===== src/rtl/mux32_rr_arbiter_if.sv =====
// rtl/mux32_rr_arbiter_if.sv - request/grant/stream bundle for mux32_rr_arbiter
//
// Purpose: groups the 32 requester inputs, the granted-slot outputs and the
//          downstream valid/ready handshake into a single port.
// Signals:
//   req        [31:0]     per-slot request
//   din        [32*N-1:0] packed slot data, slot i = din[i*N +: N]
//   grant      [31:0]     one-hot grant (registered)
//   sel        [4:0]      mux select, index of granted slot (registered)
//   out_valid             out_data valid (registered)
//   out_data   [N-1:0]    selected slot data (combinational)
//   out_ready             downstream accepts out_data
//   xfer_count [15:0]     completed transfers, wrapping
// Modports: master = arbiter side, slave = requesters/consumer side.

interface mux32_rr_arbiter_if #(
   parameter int N = 4
);
   logic [31:0]     req;
   logic [32*N-1:0] din;
   logic [31:0]     grant;
   logic [4:0]      sel;
   logic            out_valid;
   logic [N-1:0]    out_data;
   logic            out_ready;
   logic [15:0]     xfer_count;

   modport master (
      input  req, din, out_ready,
      output grant, sel, out_valid, out_data, xfer_count
   );

   modport slave (
      output req, din, out_ready,
      input  grant, sel, out_valid, out_data, xfer_count
   );
endinterface


===== src/rtl/mux32_rr_arbiter.sv =====
// rtl/mux32_rr_arbiter.sv - round-robin arbiter sharing one mux32 among 32 slots
//
// Purpose: picks one requesting slot in round-robin order starting after the
//          last completed slot, drives sel/grant and presents that slot's data
//          with a valid/ready handshake. Counts completed transfers.
// Ports:
//   i_clk   clock, rising edge
//   i_rst   synchronous active-high reset
//   io_bus  mux32_rr_arbiter_if.master (req, din, out_ready in;
//           grant, sel, out_valid, out_data, xfer_count out)

// mux32 - 32:1 selector of N-bit slots from a packed vector.
module mux32 #(
   parameter int N = 4
) (
   input  logic [32*N-1:0] i_din,
   input  logic [4:0]      i_sel,
   output logic [N-1:0]    o_data
);
   assign o_data = i_din[i_sel*N +: N];
endmodule

module mux32_rr_arbiter #(
   parameter int N = 4
) (
   input  logic                 i_clk,
   input  logic                 i_rst,
   mux32_rr_arbiter_if.master   io_bus
);
   typedef enum logic {ST_IDLE, ST_GRANT} state_t;

   state_t       r_state,  w_state_nx;
   logic [4:0]   r_sel,    w_sel_nx;
   logic [31:0]  r_grant,  w_grant_nx;
   logic         r_valid,  w_valid_nx;
   logic [4:0]   r_ptr,    w_ptr_nx;
   logic [15:0]  r_xfer,   w_xfer_nx;
   logic [4:0]   w_winner;
   logic         w_found;
   logic [N-1:0] w_mux_data;

   mux32 #(.N(N)) u_mux (
      .i_din  (io_bus.din),
      .i_sel  (r_sel),
      .o_data (w_mux_data)
   );

   // State register
   always_ff @(posedge i_clk) begin
      if (i_rst) begin
         r_state <= ST_IDLE;
         r_sel   <= 5'd0;
         r_grant <= 32'd0;
         r_valid <= 1'b0;
         r_ptr   <= 5'd31;
         r_xfer  <= 16'd0;
      end else begin
         r_state <= w_state_nx;
         r_sel   <= w_sel_nx;
         r_grant <= w_grant_nx;
         r_valid <= w_valid_nx;
         r_ptr   <= w_ptr_nx;
         r_xfer  <= w_xfer_nx;
      end
   end

   // Next-state logic
   always_comb begin
      logic [4:0] idx;
      idx        = 5'd0;
      w_found    = 1'b0;
      w_winner   = 5'd0;
      w_state_nx = r_state;
      w_sel_nx   = r_sel;
      w_grant_nx = r_grant;
      w_valid_nx = r_valid;
      w_ptr_nx   = r_ptr;
      w_xfer_nx  = r_xfer;

      // Scan from farthest to nearest offset after ptr so the nearest
      // requester is the last one written and therefore wins.
      for (int i = 31; i >= 0; i--) begin
         idx = r_ptr + 5'd1 + 5'(i);
         if (io_bus.req[idx]) begin
            w_found  = 1'b1;
            w_winner = idx;
         end
      end

      case (r_state)
         ST_IDLE: begin
            if (w_found) begin
               w_state_nx = ST_GRANT;
               w_sel_nx   = w_winner;
               w_grant_nx = 32'd1 << w_winner;
               w_valid_nx = 1'b1;
            end
         end
         ST_GRANT: begin
            if (io_bus.out_ready) begin
               // Ready wins even if the requester dropped req this cycle.
               w_state_nx = ST_IDLE;
               w_grant_nx = 32'd0;
               w_valid_nx = 1'b0;
               w_ptr_nx   = r_sel;
               w_xfer_nx  = r_xfer + 16'd1;
            end else if (!io_bus.req[r_sel]) begin
               // Abort: ptr untouched so the slot keeps its priority position.
               w_state_nx = ST_IDLE;
               w_grant_nx = 32'd0;
               w_valid_nx = 1'b0;
            end
         end
         default: w_state_nx = ST_IDLE;
      endcase
   end

   // Output logic
   always_comb begin
      io_bus.grant      = r_grant;
      io_bus.sel        = r_sel;
      io_bus.out_valid  = r_valid;
      io_bus.out_data   = w_mux_data;
      io_bus.xfer_count = r_xfer;
   end
endmodule


===== src/flat_wrapper.sv =====
// flat-port wrapper written by rule: the top's interface ports become plain ports
module mux32_rr_arbiter_flat 
#(
   parameter int N = 4
)
  (i_clk, i_rst, io_bus_req, io_bus_din, io_bus_out_ready, io_bus_grant, io_bus_sel, io_bus_out_valid, io_bus_out_data, io_bus_xfer_count);
  mux32_rr_arbiter_if #(.N(N)) io_bus_i ();
  input  logic i_clk;
  input  logic i_rst;
  input wire logic [$bits(io_bus_i.req)-1:0] io_bus_req;
  input wire logic [$bits(io_bus_i.din)-1:0] io_bus_din;
  input wire logic [$bits(io_bus_i.out_ready)-1:0] io_bus_out_ready;
  output wire logic [$bits(io_bus_i.grant)-1:0] io_bus_grant;
  output wire logic [$bits(io_bus_i.sel)-1:0] io_bus_sel;
  output wire logic [$bits(io_bus_i.out_valid)-1:0] io_bus_out_valid;
  output wire logic [$bits(io_bus_i.out_data)-1:0] io_bus_out_data;
  output wire logic [$bits(io_bus_i.xfer_count)-1:0] io_bus_xfer_count;
  assign io_bus_i.req = io_bus_req;
  assign io_bus_i.din = io_bus_din;
  assign io_bus_i.out_ready = io_bus_out_ready;
  assign io_bus_grant = io_bus_i.grant;
  assign io_bus_sel = io_bus_i.sel;
  assign io_bus_out_valid = io_bus_i.out_valid;
  assign io_bus_out_data = io_bus_i.out_data;
  assign io_bus_xfer_count = io_bus_i.xfer_count;
  mux32_rr_arbiter #(.N(N)) u_core (.i_clk(i_clk), .i_rst(i_rst), .io_bus(io_bus_i));
endmodule

===== config.mk =====
export PLATFORM = sky130hd
export DESIGN_NAME = mux32_rr_arbiter_flat
export DESIGN_NICKNAME = d
export VERILOG_FILES = /design/src/rtl/mux32_rr_arbiter_if.sv /design/src/rtl/mux32_rr_arbiter.sv /design/src/flat_wrapper.sv
export SDC_FILE = /design/constraint.sdc
export NUM_CORES = 1
export LEC_CHECK = 0
export CORE_MARGIN = 2
export CORE_UTILIZATION = 45
export DETAILED_ROUTE_END_ITERATION = 8
export PLACE_DENSITY = 0.69
export SYNTH_ARGS = -nofsm -noshare
export SYNTH_HDL_FRONTEND = slang
export SYNTH_SLANG_ARGS = --single-unit

===== constraint.sdc =====
create_clock -name i_clk -period 12.9 [get_ports i_clk]
set_input_delay 1.29 -clock i_clk [delete_from_list [all_inputs] [get_ports i_clk]]
set_output_delay 1.29 -clock i_clk [all_outputs]
set_load 0.02 [all_outputs]

==> flow_metrics.env <==
export IMPL_clock_latency_ns=0.33
export IMPL_path_class="register to register"
export IMPL_arrival_ns=7.93
export IMPL_cts_sinks=60
export IMPL_ys_ff_latch=60
export IMPL_slew_limit_headroom_pct=-0.8886
export IMPL_synth_fp_nets=1324
export IMPL_crit_family="simple AND/OR/NAND/NOR gates"
export IMPL_fin_tns_setup_ns=0
export IMPL_path_cells="buf_4 > inv_1 > ha_2 > buf_4 > inv_2 > ha_1 > xor2_1 > xnor2_1 > o211ai_1 > o211ai_1 > nand4_1 > nor4_1 > nand4_1 > or4_1 > o21ai_1 > and2_1 > nand2_1 > o21ai_1"
export IMPL_synth_edf_count=0
export IMPL_synthesis_instances=1155
export IMPL_finalHoldViolCount=0
export IMPL_post_route_drc_count=0
export IMPL_dieArea_um2=22770
export IMPL_netlist_area_um2=9712
export IMPL_period_minus_slack_ns=7.677
export IMPL_placed_area_um2=12020
export IMPL_tightest_slew_ns=1.498
export IMPL_start_util_pct=46.05
export IMPL_critical_path_max_stage_delay_ns=0.89
export IMPL_power_per_cell_area_nw_per_um2=243.3
export IMPL_clk_pin_slew_worst_paths_ns=0.06
export IMPL_root_buffer="clkbuf_16"
export IMPL_startpoint_type="register"
export IMPL_dr_total_vias=11070
export IMPL_fin_worst_skew_ns=0.005576
export IMPL_rows=53
export IMPL_area_growth_pct=27.29
export IMPL_fin_crit_sh_pct=59.51
export IMPL_routed_via_density=6.908
export IMPL_final_common_cell="clkdlybuf4s50_1"
export IMPL_firstDrtPassIters=6
export IMPL_grt_pass1_wl_mm=64.62
export IMPL_final_max_slew_violation_count=1
export IMPL_nNetsFinal=1491
export IMPL_nFillCells=1922
export IMPL_cts_tree="done"
export IMPL_setup_viol=0
export IMPL_clk_path_buf_depth=2
export IMPL_dieWidth_um=150.9
export IMPL_dpl_hpwl_mm=33.57
export IMPL_fin_area_um2=12360
export IMPL_synth_flop_cell="dfxtp_1"
export IMPL_antenna_found_initial=0
export IMPL_initialDrtViolationCount=1130
export IMPL_synth_top_cell_area_share_pct=18.32
export IMPL_synth_warnings=0
export IMPL_yosysSeqAreaShare_pct=12.37
export IMPL_status="complete, but fails checks"
export IMPL_async_reset_ff_share_pct=0
export IMPL_ant_nets=0
export IMPL_routed_wl_mm=42.78
export IMPL_avgSynthCellArea_um2=8.408
export IMPL_grt_pass1_vias=10630
export IMPL_setup_worst_path_end_class="register"
export IMPL_cts_setup_buffers=0
export IMPL_crit_required_ns=13.15
export IMPL_rsz0062_at_grt="no"
export IMPL_violations="capacitance limit, slew limit"
export IMPL_max_freq_mhz=130.3
export IMPL_dpl_worst_slack_ns=5.518
export IMPL_critPathBufInv=4
export IMPL_ys_types=85
export IMPL_setup_slack_ns=5.223
export IMPL_cts_max_level=3
export IMPL_p_leak_nw=4.412
export IMPL_cts_hold_buf=0
export IMPL_synth_area_leaders="mux4_2, dfxtp_1, mux2i_1"
export IMPL_grt_max_degree=75
export IMPL_n_antenna_cell=0
export IMPL_synth_top_area_cell="mux4_2"
export IMPL_worstPathMaxFanout=74
export IMPL_cts_resized_gates=0
export IMPL_io_pins=221
export IMPL_grt_usage_pct=37.74
export IMPL_drv_cap=1
export IMPL_io_buffers=220
export IMPL_cp_slowest_cell="xnor2_1"
export IMPL_grt_overflow=0
export IMPL_dieHeight_um=150.9
export IMPL_final_util_pct=58.62
export IMPL_peakVddDrop_mv=0.1002
export IMPL_final_cell_mix="clkdlybuf4s50_1, nand2_1, nor2_1"
export IMPL_avgRoutedWirePerCell_um=26.70
export IMPL_numCtsBuffers=9
export IMPL_hold_class="register to register"
export IMPL_place_gp_congestion=1.028
export IMPL_drive_gt1_share_pct=16.20
export IMPL_coreArea_um2=21090
-- final cells by class --
cell class	instances	area, um^2	share of cell area, %
Clock buffer	10	229.0	1.852
Clock inverter	6	111.4	0.9008
Inverter	17	63.81	0.5162
Multi-Input combinational cell	992	8040	65.04
Sequential cell	60	1206	9.757
Tap cell	275	344.1	2.783
Timing Repair Buffer	242	2367	19.15
-- routing by layer --
layer / part of all wire (%) / routed length (um) / GRT usage (%) / up-vias
met5: 0 / 0 / 0 / -
met4: 6.4 / 2747 / 19.44 / 0
met3: 9.9 / 4245 / 6.265 / 159
met2: 47 / 20030 / 62.66 / 802
met1: 37 / 15760 / 47.27 / 5226
li1: - / - / - / 4880
-- tightest hold or removal path, delay by kind of cell (launching register included) --
kind | cells | cell delay [ns]
compound gates | 1 | 0.05
simple gates | 1 | 0.05
flops | 1 | 0.31
-- cells in the mapped netlist (11+ instances only) --
cell	instances
mux2_2	64
xnor2_1	29
a21oi_1	55
clkbuf_1	44
nor3_1	33
nor2_1	102
nand2b_1	14
mux4_2	79
o21ai_1	22
nand4_1	16
buf_2	21
mux2i_1	83
nand3_1	41
nand2_1	106
o211ai_1	24
dfxtp_1	60
xor2_1	15
and3_1	11
a211oi_1	15
o21ai_0	56
and2_1	14
a32o_1	15
nor4_1	13
inv_1	12
-- cell families (layout without fill, tap and decap cells) --
family / count (synthesis) / count (layout) / share of synthesized area [%]
AOI/OAI and AO/OA: 313 / 313 / 22.37
xor gates and xnor gates: 48 / 48 / 4.818
adders and majority gates: 6 / 6 / 0.7730
buffers and inverters: 103 / 275 / 4.947
DFF: 60 / 60 / 12.37
muxes: 226 / 226 / 34.30
and+or+nand+nor: 399 / 399 / 20.43
-- sequential cells by signal, indices dropped and copies added (netlist names) --
| name | count |
|---|---|
| u_core.io_bus.out_valid | 1 |
| u_core.io_bus.grant | 32 |
| u_core.io_bus.sel | 5 |
| u_core.r_ptr | 5 |
| u_core.io_bus.xfer_count | 16 |
| u_core.r_state | 1 |
-- per-stage QoR --
step / power [mW] / cells / hold slack (ns)
after global routing: 3.154 / 1602 / 0.4633
after global placement: 2.653 / 1586 / 0.4400
after CTS: 2.924 / 1602 / 0.4537
after detailed placement: 2.641 / 1586 / 0.4459
after floorplan: 1.916 / 1155 / 0.5224
final: 3.008 / 1602 / 0.4526
-- path summary, 6_finish.rpt --
| kind | slack (ns) | cells past startpoint | end | from |
|---|---|---|---|---|
| worst max-delay path | 5.22 | 18 | u_core.io_bus.grant[18] | u_core.r_ptr[0] |
| worst max register to register | 5.22 | 18 | u_core.io_bus.grant[18] | u_core.r_ptr[0] |
| worst min register to register | 0.45 | 2 | u_core.io_bus.grant[27] | u_core.io_bus.grant[27] |
| worst min-delay path | 0.45 | 2 | u_core.io_bus.grant[27] | u_core.io_bus.grant[27] |
-- report_power, final --
group	total [mW]	switching, mW	leakage, nW	internal (mW)
Clock	0.273	0.0844	0.163	0.189
Combinational	2.47	1.53	3.76	0.939
Sequential	0.266	0.0555	0.487	0.211
(Power assumes the default switching activity.)
